### src/rtl/prime_gen_pkg.sv
// rtl/prime_gen_pkg.sv - shared types and constants for the prime stream generator
package prime_gen_pkg;

    localparam int DEFAULT_WIDTH   = 8;
    localparam int FIRST_ODD_PRIME = 3;

    typedef enum logic [2:0] {
        ST_IDLE,
        ST_INIT,
        ST_EMIT,
        ST_NEXT,
        ST_CHECK,
        ST_MOD_WAIT,
        ST_DONE
    } state_e;

endpackage

### src/rtl/seq_mod_unit.sv
// rtl/seq_mod_unit.sv - sequential restoring remainder unit
// Load cycle folds in the dividend MSB, then WIDTH shift/subtract steps follow.
module seq_mod_unit
    import prime_gen_pkg::*;
#(
    parameter int WIDTH = DEFAULT_WIDTH
) (
    input  logic             clk,
    input  logic             rst,
    input  logic             mod_start,
    input  logic [WIDTH:0]   dividend,
    input  logic [WIDTH-1:0] divisor,
    output logic             mod_done,
    output logic [WIDTH-1:0] remainder
);

    localparam int CW = $clog2(WIDTH + 1);

    logic [WIDTH-1:0] rem_q, rem_d;
    logic [WIDTH-1:0] bits_q, bits_d;
    logic [WIDTH-1:0] div_q, div_d;
    logic [CW-1:0]    cnt_q, cnt_d;
    logic             done_q, done_d;

    // rem < divisor holds on entry, so the shifted value always fits in WIDTH+1 bits
    function automatic logic [WIDTH-1:0] rstep(input logic [WIDTH-1:0] r,
                                               input logic             b,
                                               input logic [WIDTH-1:0] d);
        logic [WIDTH:0] t;
        t = {r, b};
        if (t >= {1'b0, d}) begin
            t = t - {1'b0, d};
        end
        return t[WIDTH-1:0];
    endfunction

    always_comb begin
        rem_d  = rem_q;
        bits_d = bits_q;
        div_d  = div_q;
        cnt_d  = cnt_q;
        done_d = 1'b0;
        if (mod_start) begin
            rem_d  = rstep('0, dividend[WIDTH], divisor);
            bits_d = dividend[WIDTH-1:0];
            div_d  = divisor;
            cnt_d  = CW'(WIDTH);
        end else if (cnt_q != '0) begin
            rem_d  = rstep(rem_q, bits_q[WIDTH-1], div_q);
            bits_d = bits_q << 1;
            cnt_d  = cnt_q - 1'b1;
            done_d = (cnt_q == CW'(1));
        end
    end

    always_ff @(posedge clk) begin
        if (rst) begin
            rem_q  <= '0;
            bits_q <= '0;
            div_q  <= '0;
            cnt_q  <= '0;
            done_q <= 1'b0;
        end else begin
            rem_q  <= rem_d;
            bits_q <= bits_d;
            div_q  <= div_d;
            cnt_q  <= cnt_d;
            done_q <= done_d;
        end
    end

    assign mod_done  = done_q;
    assign remainder = rem_q;

endmodule

### src/rtl/prime_stream_gen.sv
// rtl/prime_stream_gen.sv - streams every prime in [2, limit] by odd trial division
// Define PRIME_COUNT_EN to add the prime_count output.
module prime_stream_gen
    import prime_gen_pkg::*;
#(
    parameter int WIDTH = DEFAULT_WIDTH
) (
    input  logic             clk,
    input  logic             rst,
    input  logic             start,
    input  logic [WIDTH-1:0] limit,
    output logic [WIDTH-1:0] prime_out,
    output logic             prime_valid,
    input  logic             prime_ready,
    output logic             busy,
    output logic             done
`ifdef PRIME_COUNT_EN
    ,
    output logic [WIDTH-1:0] prime_count
`endif
);

    localparam int PW = 2 * WIDTH + 1;

    state_e           state_q, state_d;
    logic [WIDTH-1:0] limit_q, limit_d;
    logic [WIDTH:0]   c_q, c_d;
    logic [WIDTH-1:0] d_q, d_d;
    logic [WIDTH:0]   c_plus2;
    logic [WIDTH:0]   limit_ext;
    logic             sq_gt;
    logic             mod_start;
    logic             mod_done;
    logic [WIDTH-1:0] remainder;
`ifdef PRIME_COUNT_EN
    logic [WIDTH-1:0] count_q, count_d;
`endif

    assign c_plus2   = c_q + (WIDTH+1)'(2);
    assign limit_ext = {1'b0, limit_q};
    assign sq_gt     = (PW'(d_q) * PW'(d_q)) > PW'(c_q);

    seq_mod_unit #(.WIDTH(WIDTH)) u_mod (
        .clk       (clk),
        .rst       (rst),
        .mod_start (mod_start),
        .dividend  (c_q),
        .divisor   (d_q),
        .mod_done  (mod_done),
        .remainder (remainder)
    );

    always_ff @(posedge clk) begin
        if (rst) begin
            state_q <= ST_IDLE;
            limit_q <= '0;
            c_q     <= '0;
            d_q     <= '0;
`ifdef PRIME_COUNT_EN
            count_q <= '0;
`endif
        end else begin
            state_q <= state_d;
            limit_q <= limit_d;
            c_q     <= c_d;
            d_q     <= d_d;
`ifdef PRIME_COUNT_EN
            count_q <= count_d;
`endif
        end
    end

    always_comb begin
        state_d = state_q;
        limit_d = limit_q;
        c_d     = c_q;
        d_d     = d_q;
`ifdef PRIME_COUNT_EN
        count_d = count_q;
`endif
        case (state_q)
            ST_IDLE, ST_DONE: begin
                if (start) begin
                    limit_d = limit;
                    state_d = ST_INIT;
`ifdef PRIME_COUNT_EN
                    count_d = '0;
`endif
                end
            end
            ST_INIT: begin
                if (limit_q < WIDTH'(2)) begin
                    state_d = ST_DONE;
                end else begin
                    c_d     = (WIDTH+1)'(2);
                    state_d = ST_EMIT;
                end
            end
            ST_EMIT: begin
                if (prime_ready) begin
`ifdef PRIME_COUNT_EN
                    count_d = count_q + 1'b1;
`endif
                    // 2 is the only even prime; afterwards only odd candidates are visited
                    if (c_q == (WIDTH+1)'(2)) begin
                        c_d     = (WIDTH+1)'(FIRST_ODD_PRIME);
                        d_d     = WIDTH'(FIRST_ODD_PRIME);
                        state_d = ((WIDTH+1)'(FIRST_ODD_PRIME) <= limit_ext) ? ST_CHECK : ST_DONE;
                    end else begin
                        state_d = ST_NEXT;
                    end
                end
            end
            ST_NEXT: begin
                c_d = c_plus2;
                if (c_plus2 > limit_ext) begin
                    state_d = ST_DONE;
                end else begin
                    d_d     = WIDTH'(FIRST_ODD_PRIME);
                    state_d = ST_CHECK;
                end
            end
            ST_CHECK: begin
                state_d = sq_gt ? ST_EMIT : ST_MOD_WAIT;
            end
            ST_MOD_WAIT: begin
                if (mod_done) begin
                    if (remainder == '0) begin
                        state_d = ST_NEXT;
                    end else begin
                        d_d     = d_q + WIDTH'(2);
                        state_d = ST_CHECK;
                    end
                end
            end
            default: state_d = ST_IDLE;
        endcase
    end

    always_comb begin
        prime_valid = (state_q == ST_EMIT);
        prime_out   = (state_q == ST_EMIT) ? c_q[WIDTH-1:0] : '0;
        busy        = (state_q != ST_IDLE) && (state_q != ST_DONE);
        done        = (state_q == ST_DONE);
        mod_start   = (state_q == ST_CHECK) && !sq_gt;
    end

`ifdef PRIME_COUNT_EN
    assign prime_count = count_q;
`endif

endmodule

### config.mk
export PLATFORM = sky130hd
export DESIGN_NAME = prime_stream_gen
export DESIGN_NICKNAME = d
export VERILOG_FILES = /design/src/rtl/prime_gen_pkg.sv /design/src/rtl/seq_mod_unit.sv /design/src/rtl/prime_stream_gen.sv
export SDC_FILE = /design/constraint.sdc
export NUM_CORES = 1
export LEC_CHECK = 0
export CAP_MARGIN = 25
export CORE_ASPECT_RATIO = 0.5
export CORE_UTILIZATION = 40
export DETAILED_ROUTE_END_ITERATION = 7
export GPL_ROUTABILITY_DRIVEN = 0
export GPL_TIMING_DRIVEN = 0
export SLEW_MARGIN = 0
export SYNTH_ARGS = -nofsm -noshare
export SYNTH_HDL_FRONTEND = slang
export SYNTH_SLANG_ARGS = --single-unit
### constraint.sdc
create_clock -name clk -period 9.7 [get_ports clk]
set_clock_uncertainty 0.05 [all_clocks]
set_input_delay 1.94 -clock clk [delete_from_list [all_inputs] [get_ports clk]]
set_output_delay 1.94 -clock clk [all_outputs]
set_load 0.05 [all_outputs]
**Word-level counts from Yosys, hierarchy flattened**

Cells that the tools add are included.

- Reductions and logical operators: 17
- Bitwise gates (word level): 1
- Add/sub/neg operators: 5
- Equality and inequality tests: 16
- Order comparisons: 6
- Multipliers: 1
- Multiplexer cells: 29

Operators with widths:

| operator | count |
|---|---|
| 2-to-1 mux 8 bit | 12 |
| 2-to-1 mux 9 bit | 3 |
| one-hot mux 9 bit (3 select lines) | 1 |
| one-hot mux 8 bit (3 select lines) | 1 |
| 2-to-1 mux 3 bit | 7 |
| one-hot mux 3 bit (6 select lines) | 1 |
| > comparator 16 x 9 -> 1 bit | 1 |
| multiplier 8 x 8 -> 16 bit | 1 |
| adder 9 x 2 -> 9 bit, second input constant | 1 |
| == test 3 bit, second input constant | 3 |
| == test 9 x 2 -> 1 bit, second input constant | 1 |
| >= comparator 9 x 8 -> 1 bit | 1 |
| > comparator 9 x 8 -> 1 bit | 1 |
| nonzero test 3 bit | 3 |
| adder 8 x 2 -> 8 bit, second input constant | 1 |
| >= comparator 1 x 8 -> 1 bit | 1 |
| less-or-equal comparator 2 x 8 -> 1 bit, first input constant | 1 |
| zero test 8 bit | 1 |
| < comparator 8 x 2 -> 1 bit, second input constant | 1 |
| 2-to-1 mux 4 bit | 2 |
| inequality test 2 bit, second input constant | 4 |
| subtractor 1 x 8 -> 8 bit | 1 |
| subtractor 8 bit | 1 |
| == test 3 x 2 -> 1 bit, second input constant | 2 |
| other kinds (18) | 23 |

- Register bits after elaboration: 57
- Word-level logic and storage cells: 85

**Depth between registers and ports, before layout**

Gate-level depths: netlist (run 1).

- Depth in word-level cells: 5
- Gate-level depth with buffers: 25
- Depth with buffers taken out: 23

**Hierarchy**

From an unflattened synthesis (run 1), not the netlist that was laid out.

- Cells, all modules: 707
- Area total of the unflattened synthesis: 5649.2 µm²

Modules (own cells, without submodules):

| module | times used | seq. area each (µm²) | cells each | area an instance (µm²) |
|---|---|---|---|---|
| prime_stream_gen | 1 | 560.5 | 481 | 3771.1 |
| seq_mod_unit | 1 | 580.6 | 226 | 1878.1 |

**Worst setup path after synthesis (run 1)**

Ideal clock, no wire load.

- Path type: flip-flop to flip-flop
- Start: reg d_q[4]
- End: reg u_mod.bits_q[1]
- Path buffers: 2
- Library setup time: 0.123 ns
- Arrival time: 5.437 ns
- Cell stages (with the launch flop): 22
- Clock period less this slack: 5.611 ns
- Setup slack: 4.089 ns
- Required time: 9.527 ns
- Path through: dfxtp_1 clkbuf_1 and2_1 ha_1 xnor2_1 ha_1 inv_1 fa_1 fa_1 inv_1 ha_1 a21o_1 a21oi_1 and2_1 xnor2_1 ha_1 or4_1 a221oi_2 nand4_1 a211oi_2 buf_4 mux2_1

- Longest elaborated chain between the ends: 5
- Elaborated cells between the ends (all ways): 6

Ends and longest elaborated chain:

| item | line | source |
|---|---|---|
| start: declaration | prime_stream_gen.sv:28 | `logic [WIDTH-1:0] d_q, d_d;` |
| start signal: assignment | prime_stream_gen.sv:58 | `d_q <= '0;` |
| start signal: assignment | prime_stream_gen.sv:66 | `d_q <= d_d;` |
| multiplier 8 x 8 -> 16 bit * | prime_stream_gen.sv:41 | `assign sq_gt = (PW'(d_q) * PW'(d_q)) > PW'(c_q);` |
| > comparator 16 x 9 -> 1 bit * | prime_stream_gen.sv:41 |  |
| zero test 1 bit * | prime_stream_gen.sv:145 | `mod_start = (state_q == ST_CHECK) && !sq_gt;` |
| logical AND 1 bit * | prime_stream_gen.sv:145 |  |
| 2-to-1 mux 8 bit / nonzero test 2 bit (equally long branches) | n/a |  |
| end signal: assignment | seq_mod_unit.sv:65 | `bits_q <= bits_d;` |
| end: declaration | seq_mod_unit.sv:20 | `logic [WIDTH-1:0] bits_q, bits_d;` |

Every way passes the cells marked *; elsewhere a longest branch is shown, timed or not.
A chain may end at the register's enable or synchronous reset.

**Final worst setup path (run 1)**

Same ends and word-level chain as after synthesis.

==> flow_summary.ini, run 1 <==
[status]
status = completed

[power_and_ir_drop]
pwr-share-comb_pct = 44.5
powerDensity_nw_per_um2 = 176
p_clk_share_pct = 28.7
peakVddDrop_mv = 0.113
p_int_uw = 676
p_leak_nw = 2.66
p_sw_uw = 455
pwr-share-seq_pct = 26.8
power_mw = 1.13
netSwitchingFraction_pct = 40.2

[yosys]
synth_nets = 794
netlist_instances = 695
synth_most_common_cell = inv_1
synth-edff-count = 0
dominantRegCellSynth = dfxtp_1
synth_area_per_cell_um2 = 8.12
netlist_top_cells_count = inv_1, nor2_1, ha_1
async_flop_share_pct = 0
ys_seq_elements = 57
synthesis.area_um2 = 5640
yosysSeqAreaShare_pct = 20.2
ys_warn_count = 0
synth_cell_type_count = 71
yosys.area.top_type_share_pct = 20.2
synthTopCellsByArea = dfxtp_1, ha_1, fa_1
synth_top_area_cell = dfxtp_1

[cts]
cts_sinks = 57
cts_buffer_depth = 2
clockRootBuffer = clkbuf_16
cts_setup_buffers = 0
ctsHoldBuffers = 0
clock_latency_ps = 330
h-tree-depth = 3
cts-buffers-inserted = 9
cts.clk_slew.worst_paths_ps = 60
cts-resized-gates = 0
cts_tree = built

[cells_and_area]
drive_gt1_share_pct = 4.64
fillers = 1385
fin_nets = 827
area_growth_syn_to_layout_pct = 13.6
multiInputGateArea_um2 = 4060
num_antenna_cells = 0
register_area_um2 = 1140

[global_routing]
grt_max_degree = 12
grt_remaining_overflow = 0
grt_antenna_before_repair = 0
grt_pass1_vias = 4680
grt_first_pass_wirelength_um = 23600
grt_usage_pct = 20.4

[critical_path]
cp-startpoint = d_q[4]$_SDFFE_PP0P_
cpMostUsedCell = ha_1
worst_path_max_delay_cell = or4_1
slowest_delay_ps = 550
crit_buf_inv = 4
start_kind = flop
cp.arrival_ps = 6730
required_ps = 9870
critPathMaxFanout = 10
r2r-start = d_q[4]$_SDFFE_PP0P_
crit_chain = clkbuf_1 > and2_1 > ha_1 > xnor2_1 > ha_1 > inv_1 > fa_1 > fa_1 > inv_1 > ha_1 > a21o_1 > a21oi_1 > and2_1 > xnor2_1 > ha_1 > or4_1 > a221oi_2 > nand4_1 > a211oi_2 > buf_4 > mux2_1
crit_path_end_kind = flop
critical_path_class = flop to flop
cp_top_family = adder cells

[sta]
setup_tns_ps = 0
max_slew_margin_pct = 38.0
worst_pin_slew_ps = 928
fmax_mhz = 152
report.final.slew_viol_count = 0
setup_violations = 0
fin_crit_sh_pct = 67.7
hold_viol = 0
layout_min_cycle_time_ps = 6560
rsz0062_at_grt = false

[floorplanning]
num_rows = 30
die_area_um2 = 14600
start_util_pct = 41.3
die_w_um = 170
ios = 23
core_um2 = 13700
die_h_um = 86.0

[job]
drv_cap = 0

[routing]
ant_nets = 0
vias_per_cell = 5.33
dr.pass1.iters = 6
drt-initial-drc-count = 333
vias = 4934
drt-wirelength-per-cell_um = 15.2
drt-total-wl_um = 14000
drc = 0

[placed_design]
hpwl_um = 11200
port_buffers = 22

[worst_hold_path]
worstHoldPathType = flop to flop
min_from = u_mod.div_q[6]$_SDFFE_PP0P_
-- metal layers --
metal	GRT usage, %	vias up	routed length [um]
li1	-	2470	-
met1	30.1	2372	7460
met2	30.0	78	5870
met3	4.43	14	577
met4	4.50	0	132
met5	0	-	0
-- flip-flops by register name, indices dropped and copies added, names as in the netlist --
name and count:
d_q 8, state_q 3, u_mod.cnt_q 4, c_q 9
u_mod.mod_done 1, limit_q 8, u_mod.bits_q 8, u_mod.div_q 8
u_mod.remainder 8
-- stage by stage --
stage          utilization, %  hold WS, ps  instances  instance area (um2)  worst slack, ps
2_1_floorplan               -          399        695                 5640             4090
3_3_place_gp             44.7          409        909                 6100             3250
3_5_place_dp             44.7          411        909                 6100             3190
4_1_cts                  46.9          424        925                 6410             3160
5_1_grt                  46.9          440        925                 6410             2650
6_report                 46.9          422        925                 6410             3140
-- tightest hold or removal path, stage by stage (launching register included) --
cell and delay, ps:
dfxtp_1 310, nand2b_1 60, mux2i_1 50
-- power groups by stage --
stage	Sequential, mW	Combinational, mW	Clock (mW)
2_1_floorplan	0.294	0.387	0
3_3_place_gp	0.306	0.490	0
4_1_cts	0.302	0.501	0.330
3_5_place_dp	0.306	0.497	0
5_1_grt	0.308	0.561	0.340
6_report	0.303	0.503	0.325
-- cell type report --
class | count | share of cell area [%]
Clock buffer | 10 | 3.73
Timing Repair Buffer | 22 | 3.44
Tap cell | 192 | 3.75
Buffer | 33 | 2.24
Clock inverter | 6 | 1.03
Multi-Input combinational cell | 525 | 63.3
Sequential cell | 57 | 17.8
Inverter | 80 | 4.68
-- worst paths after layout --
kind	end	slack (ps)	cells after the start
worst max-delay path	u_mod.bits_q[1]$_SDFFE_PP0P_	3140	21
worst min-delay path	u_mod.div_q[6]$_SDFFE_PP0P_	420	2
worst max register to register	u_mod.bits_q[1]$_SDFFE_PP0P_	3140	21
worst min register to register	u_mod.div_q[6]$_SDFFE_PP0P_	420	2
-- layout by cell type, fill, tap and decap left out, drive strengths merged, types with 7 or more instances in the layout --
| cell type | synthesis | layout |
|---|---|---|
| nor2b | 9 | 9 |
| mux2i | 25 | 25 |
| clkbuf | 27 | 37 |
| nor2 | 76 | 76 |
| xnor2 | 18 | 18 |
| nor3 | 14 | 14 |
| a22oi | 7 | 7 |
| dfxtp | 57 | 57 |
| a211oi | 11 | 11 |
| fa | 26 | 26 |
| a21oi | 33 | 33 |
| mux2 | 12 | 12 |
| ha | 61 | 61 |
| nand4 | 7 | 7 |
| inv | 79 | 80 |
| nand3 | 16 | 16 |
| o21a | 7 | 7 |
| o21ai | 21 | 21 |
| and2 | 18 | 18 |
| clkdlybuf4s50 | 0 | 22 |
| nand2b | 28 | 28 |
| nand2 | 43 | 43 |
-- cells by family after synthesis --
group | share of synthesized area (%)
DFF | 20.2
and+or+nand+nor | 22.1
AOI/OAI and AO/OA | 16.9
xor gates and xnor gates | 3.41
muxes | 6.83
adders and majority gates | 22.7
buffers and inverters | 7.87
No activity file was read; power rests on OpenSTA's default activity.
==> run 2: changes to the inputs <==
==> constraint.sdc (replaced) <==
create_clock -name clk -period 5.9 [get_ports clk]
set_clock_uncertainty 0.05 [all_clocks]
set_input_delay 1.18 -clock clk [delete_from_list [all_inputs] [get_ports clk]]
set_output_delay 1.18 -clock clk [all_outputs]
set_load 0.05 [all_outputs]
==> flow_summary.ini, run 2 (same netlist as run 1, synthesis figures left out) <==
[sta]
fmax_mhz = 176
layout_min_cycle_time_ps = 5670
hold_slack_ps = 422
fin_crit_sh_pct = 96.2
worst_pin_slew_ps = 922
fin_ws_ps = 225
report.final.slew_viol_count = 0
max_slew_margin_pct = 38.4
hold_viol = 0
setup_tns_ps = 0
setup_violations = 0

[cts]
cts.clk_slew.worst_paths_ps = 60
clockRootBuffer = clkbuf_16
cts-buffers-inserted = 9
cts_buffer_depth = 2
h-tree-depth = 3
clock_latency_ps = 330
cts_tree = built
ctsHoldBuffers = 0
cts_sinks = 57

[global_routing]
grt_remaining_overflow = 0
grt_first_pass_wirelength_um = 23800
grt_max_degree = 12
grt_antenna_before_repair = 0
grt_use_met3_pct = 3.97
grt_pass1_vias = 4693
grt_use_met1_pct = 30.4
grt_busiest_layer = met2
grt_usage_pct = 20.5
gr-usage-met2_pct = 30.5

[cells_and_area]
largest_register = c_q
register_area_um2 = 1150
drive_gt1_share_pct = 10.5
area_growth_syn_to_layout_pct = 18.5
final_common_cell = inv_1
finish.instance_area_um2 = 6690
largest_reg_flops = 9
layout_common_cells = inv_1, nor2_1, ha_1
num_antenna_cells = 0
multiInputGateArea_um2 = 4160
fin_nets = 840
fillers = 1365

[power_and_ir_drop]
powerDensity_nw_per_um2 = 284
p_leak_nw = 2.76
peakVddDrop_mv = 0.179
power_mw = 1.90

[routing]
vias = 4987
drt-initial-drc-count = 291
drt-total-wl_um = 14300
drc = 0
vias_per_cell = 5.32
dr.pass1.iters = 5
ant_nets = 0
drt-wirelength-per-cell_um = 15.3

[floorplanning]
die_h_um = 86.0
die_w_um = 170
start_util_pct = 41.3
core_um2 = 13700
ios = 23
num_rows = 30
die_area_um2 = 14600

[critical_path]
cp.arrival_ps = 5840
r2r-end = u_mod.bits_q[1]$_SDFFE_PP0P_
slowest_delay_ps = 540
r2r-start = d_q[7]$_SDFFE_PP0P_
critical_path_class = flop to flop
start_kind = flop
r2r_slack_ps = 230
worst_path_max_delay_cell = fa_1
required_ps = 6070
crit_path_end = u_mod.bits_q[1]$_SDFFE_PP0P_
cp-startpoint = d_q[7]$_SDFFE_PP0P_
critPathMaxFanout = 10
crit_chain = buf_8 > and2_4 > fa_1 > xor2_1 > xnor2_1 > fa_1 > inv_1 > fa_1 > inv_1 > ha_4 > o21ai_1 > nor2_1 > nor2_1 > ha_1 > nand4_1 > a21oi_1 > or4_4 > a221oi_4 > nand4_1 > buf_6 > a211oi_4 > buf_6 > mux2_1
ff2ff_path_depth = 23
cpMostUsedCell = fa_1
crit_path_end_kind = flop

[placed_design]
port_buffers = 22
dpl_cell_area_um2 = 6100
dp_slack_ps = -608
hpwl_um = 11200

[job]
drv_cap = 0

[status]
status = completed

[worst_hold_path]
worstHoldPathType = flop to flop
-- run 2: changes by cell type in the layout (fill, tap and decap cells not counted), sizes merged --
cell,before,now
buf,6,26
clkbuf,37,30
clkinvlp,3,5
inv,80,78
-- run 2: where the power goes --
| group | internal, mW | switching, mW |
|---|---|---|
| clock network | 0.339 | 0.193 |
| logic | 0.366 | 0.507 |
| registers | 0.438 | 0.0592 |
-- run 2: repair_timing --
action                     in CTS  in global routing
pin swaps                       2                 12
setup endpoints to repair      32                 32
gates resized for setup        26                 34
setup buffers                   4                 10
-- run 2: critical path: cells and delay by family (launching register included) --
family | cells | cell delay (ps)
mux | 1 | 330
xor+xnor | 2 | 290
simple gates | 6 | 1160
buf+inv | 5 | 590
compound gates | 4 | 590
fa+ha+maj | 5 | 2180
flops | 1 | 360
-- run 2: area by class of cell --
cell class	count	share of cell area, %
Buffer	32	2.88
Clock buffer	10	3.57
Clock inverter	6	0.992
Inverter	80	4.60
Multi-Input combinational cell	525	62.2
Sequential cell	57	17.2
Tap cell	192	3.59
Timing Repair Buffer	36	4.92
-- run 2: metal layers --
metal | part of all wire [%] | wire length [um] | up-vias
met5 | 0 | 0 | -
met4 | 0.67 | 96 | 0
met3 | 3.7 | 524 | 10
met2 | 43 | 6120 | 83
met1 | 53 | 7590 | 2390
li1 | - | - | 2504
-- run 2: per-stage QoR --
stage | utilization (%) | cells
final | 48.9 | 938
after global routing | 48.9 | 938
after CTS | 47.6 | 928
after detailed placement | 44.7 | 909
after global placement | 44.7 | 909
after floorplan | - | 695
-- run 2: worst min path at each step --
| stage | startpoint | end | slack (ps) | cells past startpoint |
|---|---|---|---|---|
| final | u_mod.div_q[6]$_SDFFE_PP0P_ | u_mod.div_q[6]$_SDFFE_PP0P_ | 420 | 2 |
| after global routing | u_mod.div_q[4]$_SDFFE_PP0P_ | u_mod.div_q[4]$_SDFFE_PP0P_ | 440 | 2 |
| after CTS | u_mod.div_q[6]$_SDFFE_PP0P_ | u_mod.div_q[6]$_SDFFE_PP0P_ | 420 | 2 |
| after detailed placement | u_mod.div_q[3]$_SDFFE_PP0P_ | u_mod.div_q[3]$_SDFFE_PP0P_ | 410 | 2 |
| after global placement | u_mod.div_q[6]$_SDFFE_PP0P_ | u_mod.div_q[6]$_SDFFE_PP0P_ | 410 | 2 |
| after floorplan | u_mod.div_q[2]$_SDFFE_PP0P_ | u_mod.div_q[2]$_SDFFE_PP0P_ | 400 | 2 |
==> run 3: changes to the inputs <==
--- a/config.mk
+++ b/config.mk
@@ -5,12 +5,13 @@
 export SDC_FILE = /design/constraint.sdc
 export NUM_CORES = 1
 export LEC_CHECK = 0
-export CAP_MARGIN = 25
+export CAP_MARGIN = 40
 export CORE_ASPECT_RATIO = 0.5
 export CORE_UTILIZATION = 40
 export DETAILED_ROUTE_END_ITERATION = 7
 export GPL_ROUTABILITY_DRIVEN = 0
 export GPL_TIMING_DRIVEN = 0
+export PLACE_DENSITY = 0.68
 export SLEW_MARGIN = 0
 export SYNTH_ARGS = -nofsm -noshare
 export SYNTH_HDL_FRONTEND = slang
==> flow_summary.ini, run 3 (same netlist as run 1, synthesis figures left out) <==
[status]
status = completed

[routing]
vias = 5242
ant_nets = 0
dr.pass1.iters = 5
drt-wirelength-per-cell_um = 16.0
drt-total-wl_um = 15300
drc = 0
drt-initial-drc-count = 330
vias_per_cell = 5.48

[floorplanning]
start_util_pct = 41.3
num_rows = 30
die_w_um = 170
die_area_um2 = 14600
ios = 23
core_um2 = 13700
die_h_um = 86.0

[critical_path]
critical_path_class = flop to flop
critPathMaxFanout = 7
crit_path_end_kind = flop
start_kind = flop
slowest_delay_ps = 530
cpMostUsedCell = buf_4
ff2ff_path_depth = 30
worst_path_max_delay_cell = fa_1
required_ps = 6080
cp.arrival_ps = 5930

[power_and_ir_drop]
peakVddDrop_mv = 0.190
p_leak_nw = 2.89
powerDensity_nw_per_um2 = 288

[sta]
worst_pin_slew_ps = 954
layout_min_cycle_time_ps = 5750
max_slew_margin_pct = 36.3
hold_viol = 0
setup_violations = 0
fin_crit_sh_pct = 97.5
report.final.slew_viol_count = 0
fmax_mhz = 174
setup_tns_ps = 0
hold_slack_ps = 417

[cells_and_area]
largest_register = c_q
finish.instance_area_um2 = 7000
final_common_cell = inv_1
num_antenna_cells = 0
area_growth_syn_to_layout_pct = 24.0
fin_nets = 859
layout_common_cells = inv_1, nor2_1, ha_1
drive_gt1_share_pct = 15.4
largest_reg_flops = 9

[cts]
h-tree-depth = 3
clock_latency_ps = 330
cts-buffers-inserted = 9
clockRootBuffer = clkbuf_16
cts_sinks = 57
cts.clk_slew.worst_paths_ps = 50
cts_buffer_depth = 2
ctsHoldBuffers = 0
cts_tree = built

[worst_hold_path]
worstHoldPathType = flop to flop
hold_path_depth = 2

[global_routing]
grt_remaining_overflow = 0
grt_max_degree = 12
grt_antenna_before_repair = 0
grt_usage_pct = 21.0
grt_first_pass_wirelength_um = 24500
grt_pass1_vias = 4997

[placed_design]
port_buffers = 22
dpl_cell_area_um2 = 6100
hpwl_um = 11000

[job]
drv_cap = 0
## run 3: cell types whose count changed in the layout (fill, tap and decap cells not counted), moves of 3 or more
| cell | before | now |
|---|---|---|
| mux2_1 | 9 | 4 |
| inv_1 | 77 | 74 |
| clkbuf_8 | 1 | 4 |
| nor2_1 | 74 | 70 |
| mux2_4 | 0 | 5 |
| buf_6 | 8 | 4 |
| buf_4 | 15 | 34 |
| dfxtp_4 | 2 | 5 |
## run 3: final cells by class
cell class / count / area [um2]
fillers: 1299 / 6670
multi-input cells: 525 / 4250
flip-flops and latches: 57 / 1160
repair buffers: 56 / 479
inverters: 80 / 312
well taps: 192 / 240
clock buffers: 10 / 239
plain buffers: 31 / 196
clock inverters: 6 / 115
## run 3: critical path: cells and delay by family (launching register included)
family	cells	cell delay (ps)
compound gates	4	730
fa+ha+maj	5	1940
buf+inv	18	2140
flops	1	350
simple gates	3	460
## run 3: per-layer routing
| metal | GRT usage, % | part of all wire (%) |
|---|---|---|
| met3 | 3.23 | 4.8 |
| met1 | 28.8 | 48 |
| met2 | 34.8 | 46 |
| met5 | 0 | 0 |
| met4 | 5.16 | 1.1 |
## run 3: timing repair
action,4_1_cts,5_1_grt
gates cloned,1,1
buffers inserted,21,11
endpoints found under the setup margin,32,32
pin swaps,9,24
resized for setup,49,40
endpoints found under the hold margin,0,0
## run 3: metrics by stage
step | power (mW) | std cells | utilization [%] | setup WS, ps
after CTS | 1.96 | 946 | 49.6 | 1.35
after global routing | 2.12 | 957 | 51.2 | -77.2
final | 2.02 | 957 | 51.2 | 145
after floorplan | 1.12 | 695 | - | 289
after global placement | 1.30 | 909 | 44.7 | -550
after detailed placement | 1.32 | 909 | 44.7 | -645
## run 3: path summary, 6_finish.rpt
kind                                           to                         from  slack [ps]
hold / removal        u_mod.div_q[2]$_SDFFE_PP0P_  u_mod.div_q[2]$_SDFFE_PP0P_         420
setup reg to reg  u_mod.remainder[4]$_SDFFE_PP0P_          d_q[2]$_SDFFE_PP0P_         150
setup / recovery  u_mod.remainder[4]$_SDFFE_PP0P_          d_q[2]$_SDFFE_PP0P_         150
hold reg to reg       u_mod.div_q[2]$_SDFFE_PP0P_  u_mod.div_q[2]$_SDFFE_PP0P_         420
## run 3: where the power goes
group / switching, mW / internal, mW / leakage [nW]
sequential: 0.0593 / 0.438 / 0.468
clock: 0.198 / 0.425 / 0.169
combinational: 0.531 / 0.365 / 2.25
total: 0.788 / 1.23 / 2.89
